--- config.mk ---
export PLATFORM = sky130hd
export DESIGN_NAME = bram_sdp_param
export DESIGN_NICKNAME = d
export VERILOG_FILES = /design/src/rtl/bram_sdp_param.sv
export SDC_FILE = /design/constraint.sdc
export NUM_CORES = 1
export LEC_CHECK = 0
export ABC_AREA = 1
export CORE_MARGIN = 5
export CORE_UTILIZATION = 56
export CTS_CLUSTER_DIAMETER = 100
export DETAILED_ROUTE_END_ITERATION = 7
export GPL_TIMING_DRIVEN = 0
export PLACE_DENSITY_LB_ADDON = 0.15
export SYNTH_ARGS = -nofsm -noshare
export SYNTH_HDL_FRONTEND = slang
export SYNTH_SLANG_ARGS = --single-unit
--- constraint.sdc ---
create_clock -name clk -period 1.8 [get_ports clk]
set_input_delay 0.36 -clock clk [delete_from_list [all_inputs] [get_ports clk]]
set_output_delay 0.36 -clock clk [all_outputs]
set_load 0.01 [all_outputs]
--- src/rtl/bram_sdp_param.sv ---
// Simple-dual-port block RAM with selectable read-during-write behaviour,
// optional output register and a post-reset clear engine that presets every word.
module bram_sdp_param #(
    parameter int                DATA_W   = 2,
    parameter int                ADDR_W   = 4,
    parameter int                DEPTH    = 1 << ADDR_W,
    parameter int                RDW_MODE = 0,
    parameter int                OUT_REG  = 0,
    parameter logic [DATA_W-1:0] INIT_VAL = '0
) (
    input  logic              clk,
    input  logic              rst,
    input  logic              enable,
    input  logic              write_en,
    input  logic [ADDR_W-1:0] waddr,
    input  logic [DATA_W-1:0] wdata,
    input  logic              read_en,
    input  logic [ADDR_W-1:0] raddr,
    output logic [DATA_W-1:0] q_out,
    output logic              q_valid,
    output logic              init_busy
);

    localparam int CNT_W = ADDR_W + 1;
    localparam logic [CNT_W-1:0] DEPTH_C = CNT_W'(DEPTH);
    localparam logic [CNT_W-1:0] LAST_C  = CNT_W'(DEPTH - 1);

    localparam logic [0:0] ST_CLEAR = 1'b0;
    localparam logic [0:0] ST_READY = 1'b1;

    logic [0:0]       state_reg, state_next;
    logic [CNT_W-1:0] clr_cnt_reg, clr_cnt_next;

    always_comb begin
        state_next   = state_reg;
        clr_cnt_next = clr_cnt_reg;
        if (state_reg == ST_CLEAR) begin
            clr_cnt_next = clr_cnt_reg + 1'b1;
            if (clr_cnt_reg == LAST_C) begin
                state_next = ST_READY;
            end
        end
    end

    always_ff @(posedge clk) begin
        if (rst) begin
            state_reg   <= ST_CLEAR;
            clr_cnt_reg <= '0;
        end else begin
            state_reg   <= state_next;
            clr_cnt_reg <= clr_cnt_next;
        end
    end

    assign init_busy = (state_reg == ST_CLEAR);

    logic ready;
    logic wr_in_range, rd_in_range;
    logic user_wr, user_rd;

    assign ready       = (state_reg == ST_READY);
    assign wr_in_range = ({1'b0, waddr} < DEPTH_C);
    assign rd_in_range = ({1'b0, raddr} < DEPTH_C);
    assign user_wr     = ready & enable & write_en;
    assign user_rd     = ready & enable & read_en;

    // The clear engine borrows the single write port; user writes only exist in READY.
    logic              mem_we;
    logic [ADDR_W-1:0] mem_waddr;
    logic [DATA_W-1:0] mem_wdata;

    always_comb begin
        mem_we    = 1'b0;
        mem_waddr = waddr;
        mem_wdata = wdata;
        if (!rst) begin
            if (state_reg == ST_CLEAR) begin
                mem_we    = 1'b1;
                mem_waddr = clr_cnt_reg[ADDR_W-1:0];
                mem_wdata = INIT_VAL;
            end else begin
                mem_we = user_wr & wr_in_range;
            end
        end
    end

    logic [DATA_W-1:0] mem [DEPTH];

    always_ff @(posedge clk) begin
        if (mem_we) begin
            mem[mem_waddr] <= mem_wdata;
        end
    end

    // Plain registered read keeps the array mappable to a BRAM primitive;
    // bypass and zeroing are applied by flags registered alongside it.
    logic [DATA_W-1:0] rd_data_reg;

    always_ff @(posedge clk) begin
        if (user_rd && rd_in_range) begin
            rd_data_reg <= mem[raddr];
        end
    end

    logic              rd_valid_reg;
    logic              rd_zero_reg;
    logic              rd_byp_reg;
    logic [DATA_W-1:0] rd_byp_data_reg;

    always_ff @(posedge clk) begin
        if (rst) begin
            rd_valid_reg <= 1'b0;
            rd_zero_reg  <= 1'b1;
            rd_byp_reg   <= 1'b0;
        end else if (user_rd) begin
            rd_valid_reg    <= 1'b1;
            rd_zero_reg     <= ~rd_in_range;
            rd_byp_reg      <= (RDW_MODE != 0) && user_wr && (waddr == raddr);
            rd_byp_data_reg <= wdata;
        end else begin
            rd_valid_reg <= 1'b0;
        end
    end

    logic [DATA_W-1:0] rd_result;

    always_comb begin
        if (rd_zero_reg) begin
            rd_result = '0;
        end else if (rd_byp_reg) begin
            rd_result = rd_byp_data_reg;
        end else begin
            rd_result = rd_data_reg;
        end
    end

    generate
        if (OUT_REG != 0) begin : g_out_reg
            logic [DATA_W-1:0] q_out_reg;
            logic              q_valid_reg;

            // Not gated by enable so reads already in flight still complete.
            always_ff @(posedge clk) begin
                if (rst) begin
                    q_out_reg   <= '0;
                    q_valid_reg <= 1'b0;
                end else begin
                    q_valid_reg <= rd_valid_reg;
                    if (rd_valid_reg) begin
                        q_out_reg <= rd_result;
                    end
                end
            end

            assign q_out   = q_out_reg;
            assign q_valid = q_valid_reg;
        end else begin : g_no_out_reg
            assign q_out   = rd_result;
            assign q_valid = rd_valid_reg;
        end
    endgenerate

endmodule

==> impl_metrics.ini, run 1 <==
[critical_path]
slowest_delay_ps = 540
cp-endpoint = q_out[0]
rrSetupSlack_ps = 240
crit_type = register to output pin
cp.required_ps = 1440
worstPathCellList = inv_1 > nor2_1 > clkdlybuf4s50_1
cp_top_family = buffers and inverters
cp_num_cells = 3
regToRegEndpoint = mem[3][0]
slowest_stage = clkdlybuf4s50_1
rr_worst_depth = 6
cp_max_fo = 1
critPathCaptureType = output pin
r2r_start = ready
path_buf_inv = 2
crit_start = rd_data_reg[0]
start_kind = register
critPathArrivalTime_ps = 1330

[sta]
final_max_slew_viol_count = 0
max_freq_ghz = 0.5922
period_share = 0.9382
setup_viol_count_final = 0
min_period_ps = 1689
rsz0062_at_grt = false
final_hold_viol_count = 0
fin_worst_skew_ps = 15.05
slew_headroom = 0.5745
tightest_slew_ps = 637.6

[worst_hold_path]
hp-class = input port to register

[clock_network]
cts_made_buffers = 5
cts_hold_buf = 0
htreeDepth = 2
cts_root_buffer = clkbuf_4
post_cts_buffers = 0
cts.sinks = 42
clockBufferDepth = 2
cts_tree = done
clk_pin_slew_worst_paths_ps = 110
insertion_delay_ps = 340

[layout]
instances_no_fill = 288
nNetsFinal = 258
nFillCells = 303
diodes = 0
finish.instance_area_um2 = 2245
largest_reg_flops = 32
fin_util = 0.6622
drive_gt1_frac = 0.08264
regArea_um2 = 1181
multi_input_area_um2 = 594.3
area_delta_synth_final_pct = 13.11

[synthesis]
ys_ff_latch = 42
syn-cell-area_um2 = 1984
synth_edf_count = 34
synthCells = 219
yosysUniqueCellTypes = 19
ys.flop_type = edfxtp_1
ys.warnings.count = 0
syn_nets = 236
synth_most_common_cell = nand2_1
async_flop_share = 0
avgSynthCellArea_um2 = 9.061
synthTopCellsByArea = edfxtp_1 51%, nand2_1 10%, inv_1 8.3%, dfxtp_1 8.1%, nand3_1 7.1%
synth_common_cells = 53 x nand2_1, 44 x inv_1, 34 x edfxtp_1, 28 x nand3_1, 24 x nor2_1
yosys.area.top_type_share = 0.5145
yosysTopAreaCell = edfxtp_1
ys_seq_area_frac = 0.5952

[floorplanning]
dieArea_um2 = 4834
num_rows = 21
die_h_um = 69.53
core_area_um2 = 3390
die_x_um = 69.53
start_util = 0.5855
pin_count = 19

[detailed_routing]
wirelength_um = 3413
wl_per_cell_um = 11.85
drc = 0
drt_pass1_iterations = 4
vias = 1387
antenna_left = 0
drt_iter0_markers = 140
viasPerCell = 4.816

[grt]
grt_max_degree = 17
overflow = 0
antenna_found_initial = 0
grt_pass1_vias = 1311
grt_pass1_wl_um = 5947
grtUsageTotal = 0.1564

[placement]
dp_cells = 280
io_buffers = 15
routabilityCongestion = 0.8553
dp_hpwl_um = 2560
placed_cell_area_um2 = 2192

[pwr]
max-vdd-ir-drop_uv = 404.2
powerDensity_nw_per_um2 = 748.6
p_leak_nw = 0.9796

[status]
status = finished, final reports clean

[run]
maxCapViolCount = 0
==> routing by layer <==
metal,global-route usage,up-vias,part of all wire
li1,-,739,-
met5,0,-,0
met4,0.05857,0,0.016
met1,0.2180,612,0.49
met3,0.03623,7,0.042
met2,0.2373,29,0.45
==> power breakdown <==
| part | leakage [nW] | switching (mW) | total (mW) | internal (mW) |
|---|---|---|---|---|
| clock | 0.0269 | 0.274 | 0.424 | 0.150 |
| sequential | 0.377 | 0.00752 | 1.08 | 1.07 |
| combinational | 0.576 | 0.113 | 0.180 | 0.0669 |
==> cells in the final DEF (no fill, tap or decap), drive strengths merged <==
| master | instances |
|---|---|
| dfxtp | 8 |
| clkinv | 1 |
| dlygate4sd2 | 1 |
| clkbuf | 7 |
| a21oi | 5 |
| edfxtp | 34 |
| nand2 | 53 |
| nand3 | 29 |
| ha | 2 |
| buf | 6 |
| nor2 | 25 |
| o21ai | 7 |
| nand4 | 1 |
| clkdlybuf4s50 | 14 |
| inv | 45 |
| xor2 | 1 |
| nor3 | 3 |
==> layout make-up <==
| cell class | count | area share |
|---|---|---|
| sequential | 42 | 0.5262 |
| multi-input combinational | 126 | 0.2648 |
| inverter | 45 | 0.07525 |
| timing repair buffer | 15 | 0.06633 |
| tap | 46 | 0.02564 |
| clock buffer | 7 | 0.02007 |
| buffer | 6 | 0.02007 |
| clock inverter | 1 | 0.001672 |
==> worst min-delay path by stage <==
| stage | from | endpoint | slack [ps] | cells after the start |
|---|---|---|---|---|
| finish | rst | ready | 260 | 2 |
| global route | rst | ready | 250 | 2 |
| CTS | rst | ready | 260 | 2 |
| detailed placement | rd_zero_reg | rd_zero_reg | 460 | 2 |
| global placement | rd_zero_reg | rd_zero_reg | 460 | 2 |
| floorplan | rd_zero_reg | rd_zero_reg | 440 | 2 |
==> what timing repair did <==
action,4_1_cts,5_1_grt
gates cloned,0,0
setup endpoints to repair,1,19
gates resized for setup,1,2
==> kinds of logic (layout without fill, tap and decap cells) <==
family                     Yosys count  count (layout)  synth area share
buffers and inverters               51              74            0.1078
AOI/OAI and AO/OA                   12              12           0.03782
xor gates and xnor gates             1               1          0.004414
DFF                                 42              42            0.5952
adders and majority gates            2               2           0.01261
and+or+nand+nor                    111             111            0.2421
==> through the flow <==
| step | TNS, ps | worst slack [ps] | hold WS [ps] | power (mW) |
|---|---|---|---|---|
| after global placement | -8028 | -154.0 | 460.3 | 1.274 |
| after global routing | 0 | 32.05 | 249.3 | 1.767 |
| after detailed placement | -9275 | -193.3 | 455.9 | 1.279 |
| final | 0 | 111.3 | 262.0 | 1.680 |
| after CTS | 0 | 104.7 | 260.4 | 1.690 |
| after floorplan | 0 | 395.0 | 441.3 | 1.215 |
(Power assumes the default switching activity.)
==> run 2: changes to the inputs <==
--- a/config.mk
+++ b/config.mk
@@ -7,9 +7,10 @@
 export LEC_CHECK = 0
 export ABC_AREA = 1
 export CORE_MARGIN = 5
-export CORE_UTILIZATION = 56
+export CORE_UTILIZATION = 57
 export CTS_CLUSTER_DIAMETER = 100
 export DETAILED_ROUTE_END_ITERATION = 7
+export DONT_BUFFER_PORTS = 1
 export GPL_TIMING_DRIVEN = 0
 export PLACE_DENSITY_LB_ADDON = 0.15
 export SYNTH_ARGS = -nofsm -noshare
==> run 2 against run 1 <==
Net effect: worst hold slack worse by 65 ps; fmax up 3.3%; clock-buffer cell count down 1; global-route usage up 0.35 points; total power down 1.0%; critical endpoint is now mem[2][1]; clock skew up 2.2 ps; via count down 1.9%; worst setup slack better by 54 ps; sequential share of layout area up 3.7 points; routed wire length up 0.91%.
==> impl_metrics.ini, run 2 (synthesized netlist as in run 1, its figures left out) <==
[floorplanning]
die_h_um = 69.01
core_area_um2 = 3363
pin_count = 19
start_util = 0.5900
num_rows = 21
die_x_um = 69.01
dieArea_um2 = 4762

[critical_path]
start_kind = register
critPathArrivalTime_ps = 1640
slowest_stage = nor2_1
worstPathCellList = buf_6 > nor2_8 > nor2_1
critPathCaptureType = register
cp_max_fo = 16
slowest_delay_ps = 730
crit_type = register to register
cp.required_ps = 1800

[clock_network]
clockBufferDepth = 2
cts-resized-gates = 0
cts_root_buffer = clkbuf_4
cts.sinks = 42
htreeDepth = 2
cts_tree = done
clk_pin_slew_worst_paths_ps = 120
post_cts_buffers = 0
cts_made_buffers = 5
cts_hold_buf = 0
insertion_delay_ps = 340

[pwr]
internal_power_mw = 1.268
max-vdd-ir-drop_uv = 437.3
p_leak_nw = 0.9295
seqPwrFrac = 0.648
switching_power_uw = 394.4
p_comb_frac = 0.092
powerDensity_nw_per_um2 = 792.9
swShare = 0.2372
pwr-share-clk = 0.260

[grt]
grt_max_degree = 17
grt_pass1_vias = 1336
antenna_found_initial = 0
overflow = 0
grt_pass1_wl_um = 5934
grtUsageTotal = 0.1599

[detailed_routing]
top_layer = met4
met2_length_um = 1695
viasPerCell = 4.985
drt_iter0_markers = 105
drt_pass1_iterations = 4
vias = 1361
wl_per_cell_um = 12.62
antenna_left = 0
routedLengthMet1_um = 1506
wirelength_um = 3444
dr_wl_met3_um = 194
drc = 0

[sta]
setup_ws_ps = 165.1
period_share = 0.9083
timing.hold.ws_ps = 196.8
fin_worst_skew_ps = 17.29
final_hold_viol_count = 0
min_period_ps = 1635
rsz0062_at_grt = false
slew_headroom = 0.3533
tightest_slew_ps = 966.5
max_freq_ghz = 0.6117
setup_viol_count_final = 0
finalSetupTns_ps = 0
final_max_slew_viol_count = 0

[layout]
drive_gt1_frac = 0.08811
fin_util = 0.6235
diodes = 0
final_common_cell = nand2_1
nFillCells = 317
largest_reg_flops = 32
final_cell_mix = 53 x nand2_1, 44 x inv_1, 34 x edfxtp_1
area_delta_synth_final_pct = 5.675
nNetsFinal = 243
instances_no_fill = 273

[placement]
dp_cells = 265
pre_cts_ws_ps = 144.8
dp_hpwl_um = 2613
routabilityCongestion = 0.8168
io_buffers = 0

[worst_hold_path]
hp-class = input port to register

[run]
maxCapViolCount = 0

[status]
status = finished, final reports clean
## run 2: final timing paths
check	slack (ps)	start	end	cells past startpoint
max	170	ready	mem[2][1]	3
min	200	read_en	q_valid	2
max reg2reg	170	ready	mem[2][1]	3
min reg2reg	490	rd_zero_reg	rd_zero_reg	2
## run 2: power groups by stage
| stage | sequential [mW] | combinational, mW | clock [mW] |
|---|---|---|---|
| global route | 1.08 | 0.176 | 0.501 |
| CTS | 1.08 | 0.153 | 0.452 |
| detailed placement | 1.10 | 0.152 | 0 |
| finish | 1.08 | 0.153 | 0.433 |
| global placement | 1.10 | 0.149 | 0 |
| floorplan | 1.10 | 0.119 | 0 |
## run 2: per-stage QoR
stage / instance area [um2] / total power [mW]
after detailed placement: 2042 / 1.251
after CTS: 2097 / 1.683
after global placement: 2042 / 1.247
final: 2097 / 1.663
after global routing: 2097 / 1.756
after floorplan: 1984 / 1.215
## run 2: layout make-up
cell class                      instances  area (um2)  share of cell area
Inverter                               45       168.9             0.08055
Sequential cell                        42        1181              0.5632
Multi-Input combinational cell        126       589.3              0.2810
Clock inverter                          2       13.76            0.006563
Tap cell                               46       57.56             0.02745
Clock buffer                            6       41.29             0.01969
Buffer                                  6       45.04             0.02148
## run 2: layer usage
layer | vias to the layer above | GRT usage
li1 | 707 | -
met1 | 613 | 0.1996
met2 | 36 | 0.2564
met3 | 5 | 0.05087
met4 | 0 | 0.06508
met5 | - | 0
## run 2: critical path: cells and delay by family (launching register included)
kind                   cells  cell delay, ps
flip-flops                 1             350
AND/OR/NAND/NOR            2             790
buffers and inverters      1             140
==> run 3: changes to the inputs <==
--- a/config.mk
+++ b/config.mk
@@ -9,6 +9,7 @@
 export CORE_MARGIN = 5
 export CORE_UTILIZATION = 57
 export CTS_CLUSTER_DIAMETER = 100
+export CTS_CLUSTER_SIZE = 8
 export DETAILED_ROUTE_END_ITERATION = 7
 export DONT_BUFFER_PORTS = 1
 export GPL_TIMING_DRIVEN = 0
==> results of run 3 <==
Final layout, timing and power as in run 2 (identical DEF).
==> RTL change 1, RTL diff (config.mk and constraints of run 2) <==
The parameter `RDW_MODE` goes from 0 to 1.
--- a/src/rtl/bram_sdp_param.sv
+++ b/src/rtl/bram_sdp_param.sv
@@ -6,3 +6,3 @@
     parameter int                DEPTH    = 1 << ADDR_W,
-    parameter int                RDW_MODE = 0,
+    parameter int                RDW_MODE = 1,
     parameter int                OUT_REG  = 0,
Check against the original RTL: same outputs for any inputs over 10 cycles, from zero or initial values and one cycle with rst high; that may be too few to reach the edited logic, so the function may still have changed.
==> RTL change 1 against run 2 <==
Synthesized cell count is 12% higher. Area after synthesis is 8.3% higher. Wire length is 19% higher. Worst setup slack worse by 0.017 ns. Sequential cell count is 3 higher. Total power is 33% higher. Clock skew is 0.011 ns lower. Design area is 12% higher. Critical path type unchanged. Largest cell class unchanged. Highest routed layer unchanged.
==> RTL change 1: results (changes against run 2) <==
[yosys]
syn_nets = 263  ; +11%
yosys-top-cells-area = edfxtp_1 50%, nand2_1 10%, dfxtp_1 8.4%
synth_edf_count = 36  ; +5.9%
yosys.cell_types.count = 20  ; +1
seq_area_frac_synth_pct = 58.71  ; -0.81 points
yosys-top-cells-count = 60 x nand2_1, 45 x inv_1, 36 x edfxtp_1

[clocking]
cts_root_buf = clkbuf_8
cts_made_buffers = 5  ; unchanged
clk_latency_ns = 0.30  ; -0.04 ns
postCtsSetupBuffers = 0  ; unchanged
clock_path_buffers = 2  ; unchanged
clk_pin_slew_ns = 0.08  ; -0.04 ns

[pwr]
p_leak_nw = 1.039  ; +12%

[routing]
routed_wl_mm = 4.113  ; +19%
viasPerCell = 5.000  ; +0.29%
drt_first_iter_violations = 118  ; +12%

[finish]
fillers = 325  ; +2.5%
nets = 270  ; +11%
drive_above_1_share_pct = 7.874  ; -0.94 points

[global_routing]
grt_pass1_vias = 1458  ; +9.1%
grt_pass1_wl_mm = 6.775  ; +14%
grt_util_all_layers_pct = 17.43  ; +1.4 points

[sta]
worstMarginPinSlew_ns = 1.033  ; +0.06646 ns
fin_worst_skew_ns = 0.006770  ; -0.01052 ns

[outcome]
run_status = finished clean

[worst_setup_path]
slowest_delay_ns = 0.77  ; +0.04 ns

[placement]
finalWeightedCongestion = 0.8651  ; +5.9%
dp_hpwl_mm = 2.937  ; +12%

## RTL change 1: logic make-up (layout without fill, tap and decap cells)
| logic type | Yosys count | after routing | synth area share [%] |
|---|---|---|---|
| buffers and inverters | 54 | 62 | 10.42 |
| DFF | 45 | 45 | 58.71 |
| xor gates and xnor gates | 1 | 1 | 0.4078 |
| AOI/OAI and AO/OA | 18 | 18 | 4.310 |
| and+or+nand+nor | 126 | 126 | 24.99 |
| adders and majority gates | 2 | 2 | 1.165 |
## RTL change 1: worst reg2reg max path: stages, from the launching register on
cell and delay [ns]:
dfxtp_1 0.33, buf_6 0.14, nor2_8 0.06, nor2_1 0.77
## RTL change 1: metrics by stage
stage | setup slack, ns | area, µm² | instances
floorplan | 0.3869 | 2148 | 246
detailed placement | 0.06331 | 2208 | 294
CTS | 0.1259 | 2342 | 302
global route | 0.02378 | 2345 | 302
finish | 0.1485 | 2345 | 302
global placement | 0.05821 | 2208 | 294
## RTL change 1: metal layers
layer,part of all wire (%),GRT usage [%],wire [µm],vias up
li1,-,-,-,796
met1,43,23.06,1782,667
met2,49,27.96,2028,39
met3,5.8,3.506,239,8
met4,1.5,7.307,63,0
met5,0,0,0,-
## RTL change 1: cell type report
| class | instances | area, µm² | share of cell area [%] |
|---|---|---|---|
| clock inverter | 3 | 65.06 | 2.775 |
| inverter | 48 | 180.2 | 7.684 |
| buffer | 6 | 43.79 | 1.868 |
| clock buffer | 5 | 68.82 | 2.935 |
| sequential | 45 | 1261 | 53.79 |
| multi-input combinational | 147 | 665.6 | 28.39 |
| tap | 48 | 60.06 | 2.561 |
## RTL change 1: where the power goes
group / switching (mW) / internal, mW
clock: 0.338 / 0.551
combinational: 0.119 / 0.0497
sequential: 0.00808 / 1.14
## RTL change 1: final timing paths
path	to	slack (ns)	cells past startpoint	start
worst min-delay path	rd_byp_data_reg[0]	0.16	0	wdata[0]
worst max-delay path	mem[4][1]	0.15	3	ready
worst max register to register	mem[4][1]	0.15	3	ready
worst min register to register	rd_zero_reg	0.50	2	rd_zero_reg
==> RTL change 2, RTL diff (settings of run 2) <==
Without the edit above. Put a register stage on the output `q_valid`, with the module's reset. The value now appears one clock later. The other outputs are not delayed to match.
--- a/src/rtl/bram_sdp_param.sv
+++ b/src/rtl/bram_sdp_param.sv
@@ -29,2 +29,4 @@
     localparam logic [0:0] ST_READY = 1'b1;
+
+    logic q_valid_d;
 
@@ -155,6 +157,6 @@
             assign q_out   = q_out_reg;
-            assign q_valid = q_valid_reg;
+            assign q_valid_d = q_valid_reg;
         end else begin : g_no_out_reg
             assign q_out   = rd_result;
-            assign q_valid = rd_valid_reg;
+            assign q_valid_d = rd_valid_reg;
         end
@@ -162,2 +164,10 @@
 
+    always_ff @(posedge clk) begin
+        if (rst) begin
+            q_valid <= '0;
+        end else begin
+            q_valid <= q_valid_d;
+        end
+    end
+
 endmodule
Check against the original RTL: no difference found for any inputs over 10 cycles, from zero or initial values and one cycle with rst high; that may be too few to reach the edited logic, so the function may still have changed.
==> RTL change 2 against run 2 <==
Via count increased by 2.8%. Area after synthesis increased by 1.6%. Maximum frequency increased by 2.3%. Non-clock buffer count unchanged. Design area increased by 2.1%. Worst setup slack improved by 0.036 ns. Total power increased by 4.1%. Wire length increased by 5.3%. Sequential cell count increased by 1. Sequential share of layout area decreased by 0.22 points. Critical path type unchanged. Largest cell class unchanged.
==> RTL change 2: results (changes against run 2) <==
[outcome]
run_status = finished clean

[finish]
nets = 246  ; +1.2%
drive_above_1_share_pct = 10.00  ; +1.2 points
largest_reg_flops = 32  ; unchanged
fillers = 298  ; -6.0%

[global_routing]
grt_pass1_vias = 1385  ; +3.7%
use_met1_pct = 18.57  ; -1.4 points
use_met3_pct = 5.652  ; +0.56 points
antenna_found_initial = 0  ; unchanged
grt_util_all_layers_pct = 15.81  ; -0.18 points
met2_usage_pct = 27.22  ; +1.6 points
grt_pass1_wl_mm = 5.989  ; +0.93%

[placement]
dp_hpwl_mm = 2.705  ; +3.5%
port_buffers = 0  ; unchanged
finalWeightedCongestion = 0.8132  ; -0.44%

[pwr]
p_sw_mw = 0.4361  ; +11%
p_leak_nw = 0.9404  ; +1.2%
vdd_ir_drop_max_mv = 0.5172  ; +18%

[worst_setup_path]
reg2reg_slack_ns = 0.20  ; +0.04 ns
crit_fanout = 10  ; -6
worstRegToRegCells = 6  ; +3

[sta]
worstMarginPinSlew_ns = 0.6380  ; -0.3285 ns
fin_worst_skew_ns = 0.01423  ; -0.003062 ns
timing.hold.ws_ns = 0.1942  ; -0.002674 ns

[yosys]
synth_edf_count = 34  ; unchanged
yosys_warnings = 0  ; unchanged
yosys-top-cells-area = edfxtp_1 51%, nand2_1 9.9%, dfxtp_1 8.9%
synth-adder-area-share_pct = 1.241  ; -0.020 points
synth-compound-area-share_pct = 3.724  ; -0.059 points
synthMuxAreaShare_pct = 0  ; unchanged
syn_nets = 239  ; +1.3%
yosys-top-cells-count = 53 x nand2_1, 45 x inv_1, 34 x edfxtp_1
yosys.cell_types.count = 18  ; -1
seq_area_frac_synth_pct = 59.59  ; +0.070 points
synth-xor-area-share_pct = 0.4345  ; -0.0068 points
netlist.area_leader.share_pct = 50.65  ; -0.80 points

[clocking]
htree_levels = 2  ; unchanged
clk_pin_slew_ns = 0.13
clk_latency_ns = 0.35
clkSinkCount = 43  ; +2.4%
clock_path_buffers = 2  ; unchanged

[routing]
viasPerCell = 5.069  ; +1.7%
routed_wl_mm = 3.628  ; +5.3%
drt_first_iter_violations = 75  ; -29%

[worst_hold_path]
min_from = read_en
hold_depth = 2  ; unchanged
hold_path_end = q_valid_d

-- RTL change 2: worst max-delay path by stage --
stage                      end  slack [ns]  startpoint  cells after the start
global route         mem[7][1]        0.09       ready                      6
finish               mem[2][1]        0.20       ready                      6
global placement     mem[2][1]        0.24         rst                      3
detailed placement  mem[11][0]        0.11         rst                      3
CTS                  mem[6][0]        0.08       ready                      3
floorplan            mem[0][0]        0.43         rst                      6
-- RTL change 2: cells by family (layout without fill, tap and decap cells) --
kind of cell | Yosys count | count (layout)
simple gates | 112 | 112
buf+inv | 52 | 60
flops | 43 | 43
compound gates | 12 | 12
fa+ha+maj | 2 | 2
xor+xnor | 1 | 1
-- RTL change 2: layout make-up --
class                   instances  area share [%]
clock inverters                 3           1.169
clock buffers                   5           1.753
inverters                      46           8.065
well taps                      46           2.688
flip-flops and latches         43           56.11
plain buffers                   6           2.279
multi-input cells             127           27.94
-- RTL change 2: power groups by stage --
stage               Combinational, mW  Clock (mW)  Sequential (mW)
global placement                0.150           0             1.12
detailed placement              0.158           0             1.12
floorplan                       0.120           0             1.12
global route                    0.179       0.535             1.10
CTS                             0.158       0.486             1.10
finish                          0.160       0.472             1.10
-- RTL change 2: worst max-delay path: stages, from the launching register on --
cell and delay, ns:
dfxtp_1 0.33, buf_6 0.14, nor2_8 0.20, nand2_1 0.10
o21ai_2 0.09, nand3_1 0.20, nor2_1 0.23
-- RTL change 2: stage by stage --
step	cell area, µm²	utilization [%]	std cells	setup slack [ns]
2_1_floorplan	2016	-	222	0.4273
3_3_place_gp	2073	61.17	268	0.2399
3_5_place_dp	2073	61.17	268	0.1056
4_1_cts	2136	63.01	276	0.07612
5_1_grt	2141	63.16	276	0.08745
6_report	2141	63.16	276	0.2015
-- RTL change 2: per-layer routing --
| metal | wire, µm | up-vias |
|---|---|---|
| li1 | - | 712 |
| met1 | 1548 | 638 |
| met2 | 1750 | 41 |
| met3 | 262 | 8 |
| met4 | 67 | 0 |
| met5 | 0 | - |
-- RTL change 2: timing repair --
item / CTS / global route
endpoints found under the setup margin: 0 / 21
endpoints found under the hold margin: 0 / 0
resized for setup: 0 / 2
